**config.mk**
```make
export PLATFORM = sky130hd
export DESIGN_NAME = face_scale_sched
export DESIGN_NICKNAME = d
export VERILOG_FILES = /design/src/rtl/face_scale_sched.sv
export SDC_FILE = /design/constraint.sdc
export NUM_CORES = 1
export LEC_CHECK = 0
export ABC_AREA = 1
export CAP_MARGIN = 40
export CORE_ASPECT_RATIO = 0.5
export CORE_UTILIZATION = 37
export DETAILED_ROUTE_END_ITERATION = 12
export GPL_TIMING_DRIVEN = 0
export HOLD_SLACK_MARGIN = 0.05
export PLACE_DENSITY = 0.84
export SYNTH_ARGS = -nofsm -noshare
export SYNTH_HDL_FRONTEND = slang
export SYNTH_SLANG_ARGS = --single-unit
```
**constraint.sdc**
```tcl
create_clock -name clk -period 2.4 [get_ports clk]
set_clock_uncertainty 0.2 [all_clocks]
set_input_delay 0.48 -clock clk [delete_from_list [all_inputs] [get_ports clk]]
set_output_delay 0.48 -clock clk [all_outputs]
set_load 0.02 [all_outputs]
```
**src/rtl/face_scale_sched.sv**
```systemverilog
// rtl/face_scale_sched.sv - per-frame pyramid scale scheduler for the face detection cascade
// Optional per-scale watchdog: define FACE_SCALE_TIMEOUT_EN.
module face_scale_sched #(
  parameter int N_SCALES = 5,
  parameter int W_DIM    = 16,
  parameter int WIN_SIZE = 24,
  parameter int TIMEOUT  = 2**20
) (
  input  logic                      clk,
  input  logic                      rstn,
  input  logic                      en,
  input  logic [2:0]                max_scale_cnt,
  input  logic [N_SCALES*8-1:0]     scale_factor,
  input  logic [N_SCALES*W_DIM-1:0] pic_w_all,
  input  logic [N_SCALES*W_DIM-1:0] pic_h_all,
  input  logic                      frame_start,
  input  logic                      scale_done,
  output logic                      scale_start,
  output logic [2:0]                scale_idx,
  output logic [W_DIM-1:0]          cur_w,
  output logic [W_DIM-1:0]          cur_h,
  output logic [7:0]                cur_factor,
  output logic                      busy,
  output logic                      frame_ready,
  output logic                      frame_drop,
  output logic                      timeout_err
);

  typedef enum logic [2:0] {
    S_IDLE, S_LOAD, S_START, S_RUN, S_NEXT, S_DONE
  } state_t;

  localparam logic [W_DIM-1:0] WIN = W_DIM'(WIN_SIZE);

  state_t           state, state_nxt;
  logic [2:0]       n_eff, n_eff_in;
  logic [W_DIM-1:0] sel_w, sel_h;
  logic [7:0]       sel_f;
  logic             skip, last_scale, accept, to_hit;

  assign sel_w      = pic_w_all[W_DIM*scale_idx +: W_DIM];
  assign sel_h      = pic_h_all[W_DIM*scale_idx +: W_DIM];
  assign sel_f      = scale_factor[8*scale_idx +: 8];
  assign skip       = (sel_w < WIN) || (sel_h < WIN);
  assign last_scale = (scale_idx == n_eff - 3'd1);
  assign accept     = frame_start && en && (state == S_IDLE);

  // Scale count is clamped to 1..N_SCALES; zero still runs the base level.
  always_comb begin
    n_eff_in = max_scale_cnt;
    if (max_scale_cnt == 3'd0)
      n_eff_in = 3'd1;
    else if (32'(max_scale_cnt) > 32'(N_SCALES))
      n_eff_in = 3'(N_SCALES);
  end

`ifdef FACE_SCALE_TIMEOUT_EN
  localparam logic [31:0] TO_LIM = 32'(TIMEOUT - 1);
  logic [31:0] to_cnt;

  always_ff @(posedge clk) begin
    if (rstn)
      to_cnt <= '0;
    else if (state == S_START)
      to_cnt <= '0;
    else if (state == S_RUN)
      to_cnt <= to_cnt + 32'd1;
  end

  // A scale_done arriving on the limit cycle takes precedence over the abort.
  assign to_hit = (state == S_RUN) && (to_cnt == TO_LIM) && !scale_done;
`else
  assign to_hit = 1'b0;
`endif

  assign timeout_err = to_hit;

  always_ff @(posedge clk) begin
    if (rstn) begin
      state      <= S_IDLE;
      n_eff      <= 3'd1;
      scale_idx  <= '0;
      cur_w      <= '0;
      cur_h      <= '0;
      cur_factor <= '0;
    end else begin
      state <= state_nxt;
      if (accept) begin
        n_eff     <= n_eff_in;
        scale_idx <= '0;
      end
      if (state == S_LOAD) begin
        cur_w      <= sel_w;
        cur_h      <= sel_h;
        cur_factor <= sel_f;
      end
      if (state == S_NEXT && !last_scale)
        scale_idx <= scale_idx + 3'd1;
    end
  end

  always_comb begin
    state_nxt   = state;
    scale_start = 1'b0;
    frame_ready = 1'b0;
    busy        = (state != S_IDLE);
    frame_drop  = frame_start && (state != S_IDLE);
    case (state)
      S_IDLE:  if (frame_start && en) state_nxt = S_LOAD;
      S_LOAD:  state_nxt = skip ? S_NEXT : S_START;
      S_START: begin
        scale_start = 1'b1;
        state_nxt   = S_RUN;
      end
      S_RUN:   if (scale_done || to_hit) state_nxt = S_NEXT;
      S_NEXT:  state_nxt = last_scale ? S_DONE : S_LOAD;
      S_DONE:  begin
        frame_ready = 1'b1;
        state_nxt   = S_IDLE;
      end
      default: state_nxt = S_IDLE;
    endcase
  end

endmodule

```
# Word level (Yosys, flattened, before mapping)
# Index checks and enable logic that the tools add are counted.
op_classes:
  n_reduce_logical: 11
  magnitude_cmp: 3
  n_mux: 11
  n_shift: 3
  n_eq_ne: 8
  n_addsub: 2
op_table:
  columns: ["op", "n"]
  rows:
  - ["$shiftx 80x8->16", 2]
  - ["$shiftx 40x7->8", 1]
  - ["$lt 16x5->1 const B", 2]
  - ["$mux 3", 8]
  - ["$pmux 3 s5", 1]
  - ["$eq 3x2->1 const B", 2]
  - ["$eq 3x3->1 const B", 2]
  - ["$logic_not 3->1", 2]
  - ["$logic_and 1x1->1", 4]
  - ["$ne 2x2->1 const B", 2]
  - ["$add 3x1->3 const B", 1]
  - ["$eq 3x1->1 const B", 1]
  - ["$eq 3x3->1", 1]
  - ["$gt 3x3->1 const B", 1]
  - ["$reduce_bool 3->1", 1]
  - ["$sub 3x1->3 const B", 1]
  - ["$mux 1", 2]
  - ["$reduce_and 2->1", 1]
  - ["$reduce_bool 2->1", 1]
  - ["$logic_not 1->1", 1]
  - ["$logic_or 1x1->1", 1]
totals:
  input_bits: 208
  regBits: 49
  output_inout_bits: 48

# Depth between registers and ports, before layout
depth:
  depth_word: 5
  depth_mapped: 15
  depth_no_buf: 13

# Least setup slack after synthesis
# Ideal clock, no wire load.
synth_path:
  kind: "reg-to-reg"
  from: "reg scale_idx[0]"
  to: "reg state[1]"
  path_stages_with_launch: 16
  n_path_buf: 2
  required_ps: 2091
  setup_slack_ps: 578
  period_less_slack_ps: 1822
  setup_time_ps: 109
  t_arrival_ps: 1513
  path_cell_list: "dfxtp_1 inv_2 buf_6 buf_6 nand2_1 nand3_1 nand3_1 nand2_1 nor2_1 nand2_1 nor2_1 nand2_1 nand3_1 nand3_1 nand2_1 inv_1"
synth_via:
  elab_chain_cells: 5
synth_lines:
  columns: ["item", "line_no", "source"]
  rows:
  - ["start, declared", "19", "output logic [2:0] scale_idx,"]
  - ["start signal, assigned", "98", "scale_idx <= scale_idx + 3'd1;"]
  - ["$shiftx 80x8->16 (on tied branches)", "41, 42", null]
  - ["$lt 16x5->1", "44", "assign skip = (sel_w < WIN) || (sel_h < WIN);"]
  - ["$logic_or 1x1->1 *", "44", null]
  - ["$mux 3 *", "110", "S_LOAD: state_nxt = skip ? S_NEXT : S_START;"]
  - ["$pmux 3 s5 *", "108", "case (state)"]
  - ["end signal, assigned", "87", "state <= state_nxt;"]
  - ["end, declared", "35", "state_t state, state_nxt;"]
# Every way passes the cells marked *; elsewhere a longest branch is shown, timed or not.
# A chain may end at the register's enable or synchronous reset.

# Worst setup path after layout
layout_path:
  from: "reg state[0]"
  to: "out busy"
layout_via:
  elab_chain_cells: 1
layout_lines:
  columns: ["item", "line_no", "source"]
  rows:
  - ["$reduce_bool 3->1", "106", "busy = (state != S_IDLE);"]
  - ["end, declared", "23", "output logic busy,"]
# Every way passes these cells.

==> impl_metrics.json <==
{
  "wl_met3_um": 1330,
  "ios": 256,
  "rsz0062_at_grt": "no",
  "crit_path_end_kind": "output pin",
  "gp_congestion": 0.887,
  "wl_um": 16700,
  "critical-path-max-stage-delay_ns": 0.35,
  "critPathRequiredTime_ns": 1.72,
  "ys_types": 26,
  "synth_edf_count": 0,
  "synthCells": 636,
  "async_flop_share_pct": 0,
  "cts.htree.levels": 2,
  "drive_gt1_share_pct": 5.12,
  "grt_max_degree": 16,
  "syn_to_final_growth_pct": 75.2,
  "crit_chain": "nor2_1, inv_1, nor2_1, inv_1, dlygate4sd2_1",
  "worst_hold_slack_ns": 0.276,
  "cts_buffer_depth": 2,
  "drc": 0,
  "core-area_um2": 9700,
  "grt_pass1_wl_um": 25500,
  "dr.pass1.iters": 5,
  "fp.dieH_um": 73.6,
  "worst_ir_drop_vdd_mv": 0.542,
  "syn_area_per_cell_um2": 5.97,
  "postCtsSetupRepairBufs": 0,
  "start_util_pct": 39.1,
  "setup_violations": 0,
  "critPathTopFamily": "buffers and inverters",
  "status": "finished clean",
  "via_per_inst": 5.27,
  "yosysMostFrequentCell": "nand2_1",
  "hold_class": "reg -> reg",
  "synth_common_cells": "164 x nand2_1, 114 x nand3_1, 65 x o21ai_0, 49 x dfxtp_1, 49 x nor2_1",
  "ys_seq_elements": 49,
  "r2r-end": "state[1]",
  "r2r-start": "scale_idx[0]",
  "postLayoutSetupSlackWorst_ns": 0.142,
  "ys_top_cells_by_area": "dfxtp_1 26%, nand2_1 16%, nand3_1 15%, o21ai_0 8.6%, nor2_1 4.8%",
  "clk_latency_ns": 0.29,
  "drt_iter0_markers": 355,
  "power.density_nw_per_um2": 575,
  "highest_layer": "met4",
  "hpwlAfterDp_um": 13100,
  "grt_pass1_vias": 5153,
  "ant_nets": 0,
  "crit_path_end": "busy",
  "tightest_slew_ns": 0.531,
  "critPathSlowestCell": "dfxtp_1",
  "met1_length_um": 6910,
  "cts_tree": "yes",
  "fmax_ghz": 0.443,
  "grt.overflow.total": 0,
  "max_cap_violations": 0,
  "cts_buffers": 5,
  "slew_violations": 0,
  "ctsHoldBuffers": 0,
  "multi_input_area_um2": 2310,
  "crit_start": "state[0]",
  "synthesis.area_um2": 3800,
  "rows": 25,
  "post-place-cells": 1025,
  "fin_crit_ns": 2.26,
  "cp_max_fo": 5,
  "post-route-period-util_pct": 94.1,
  "synth_ff_type": "dfxtp_1",
  "critPathKind": "reg -> out",
  "die_area_um2": 10700,
  "stdcell_count": 1033,
  "hold_violations": 0,
  "antenna_cells": 0,
  "path_buf_inv": 3,
  "wl_per_cell_um": 16.1,
  "cts.clk_slew.worst_paths_ns": 0.07,
  "start_kind": "flip-flop",
  "leakage_uw": 0.00295,
  "die_width_um": 145,
  "clock_sinks": 49,
  "antenna_found_initial": 0,
  "ff2ff_setup_slack_ns": 0.27,
  "ys_seq_area_share_pct": 25.8,
  "yosys_warnings": 0,
  "vias": 5439,
  "cts-root-buf": "clkbuf_16",
  "yosys.area.top_type": "dfxtp_1",
  "syn_nets": 846,
  "ff2ff_path_depth": 14,
  "final_area_um2": 6650,
  "worst-path-stages": 5,
  "pre_cts_ws_ns": -0.0224,
  "power_uw": 3820,
  "fillCellCount": 833,
  "grtUsageTotal_pct": 30.6,
  "synth_top_cell_area_share_pct": 25.8,
  "wl_met2_um": 8020,
  "relSlewSlack_pct": 64.6,
  "port-buffer-count": 254,
  "fin_nets": 1107,
  "placed_area_um2": 6510,
  "register_area_um2": 981,
  "arrival_ns": 1.58
}
cells by family (layout without fill, tap and decap cells):
group           after synthesis  after routing  synth area share (%)
simple gates                334            334                  37.2
compound gates              146            146                  22.2
buf+inv                     101            363                  13.3
flops                        49             49                  25.8
xor+xnor                      3              3                 0.692
fa+ha+maj                     2              2                 0.659
other cells                   1              1                0.0988
stage by stage:
| step | setup TNS, ns | utilization, % |
|---|---|---|
| 2_1_floorplan | 0 | - |
| 6_report | 0 | 68.6 |
| 5_1_grt | 0 | 68.6 |
| 3_5_place_dp | -0.0224 | 67.1 |
| 3_3_place_gp | 0 | 67.1 |
| 4_1_cts | 0 | 68.6 |
final cells by class:
type                       count  area share, %
timing repair buffer         254           38.2
multi-input combinational    486           34.7
sequential                    49           14.7
buffer                        54           4.98
inverter                      47           2.65
tap                          135           2.54
clock buffer                   5           1.88
clock inverter                 3          0.263
registers in the layout, summed over array words and instances, names as in the netlist:
register and count:
cur_factor 8, cur_w 16, cur_h 16, state 3, scale_idx 3, n_eff 3
worst min path at each step:
stage / startpoint / endpoint / slack (ns) / cells after the start
floorplan: n_eff[1] / n_eff[1] / 0.24 / 2
global placement: n_eff[1] / n_eff[1] / 0.26 / 2
detailed placement: n_eff[1] / n_eff[1] / 0.27 / 2
CTS: n_eff[1] / n_eff[1] / 0.28 / 2
global route: n_eff[1] / n_eff[1] / 0.32 / 2
finish: n_eff[1] / n_eff[1] / 0.28 / 2
layout by cell type (no fill, tap or decap):
| cell type | count |
|---|---|
| nor3_1 | 2 |
| nor2_2 | 2 |
| nand4_1 | 3 |
| clkbuf_1 | 19 |
| a211oi_1 | 2 |
| a31oi_1 | 14 |
| clkinv_1 | 1 |
| inv_1 | 44 |
| buf_4 | 12 |
| a21oi_1 | 22 |
| o211ai_1 | 7 |
| clkinv_2 | 2 |
| buf_6 | 9 |
| nand2_1 | 164 |
| clkbuf_2 | 1 |
| ha_1 | 2 |
| o21ai_0 | 65 |
| clkinvlp_4 | 1 |
| o22ai_1 | 15 |
| nand3_1 | 114 |
| buf_1 | 1 |
| nor2_1 | 49 |
| o21a_1 | 21 |
| buf_2 | 12 |
| clkdlybuf4s50_1 | 251 |
| xor2_1 | 1 |
| conb_1 | 1 |
| dfxtp_1 | 49 |
| clkbuf_16 | 5 |
| dlygate4sd2_1 | 2 |
| dlymetal6s2s_1 | 1 |
| inv_2 | 2 |
| xnor2_1 | 2 |
power breakdown:
group	switching, µW	internal (µW)	total, µW	leakage [µW]
sequential	137	1050	1180	0.000403
combinational	982	955	1940	0.00248
clock	321	383	704	0.0000696
metal layers:
layer,up-vias,GRT usage (%)
li1,2645,-
met5,-,0
met3,36,7.83
met2,226,55.1
met1,2532,35.8
met4,0,11.9
worst min-delay path: cells and delay by family, from the launching register on:
kind | cells | cell delay, ns
buf+inv | 1 | 0.06
compound gates | 1 | 0.06
flops | 1 | 0.30
what timing repair did:
item | in CTS | in global routing
resized for setup | 2 | 3
setup endpoints to repair | 2 | 2
hold endpoints to repair | 0 | 0
(Power assumes the default switching activity.)
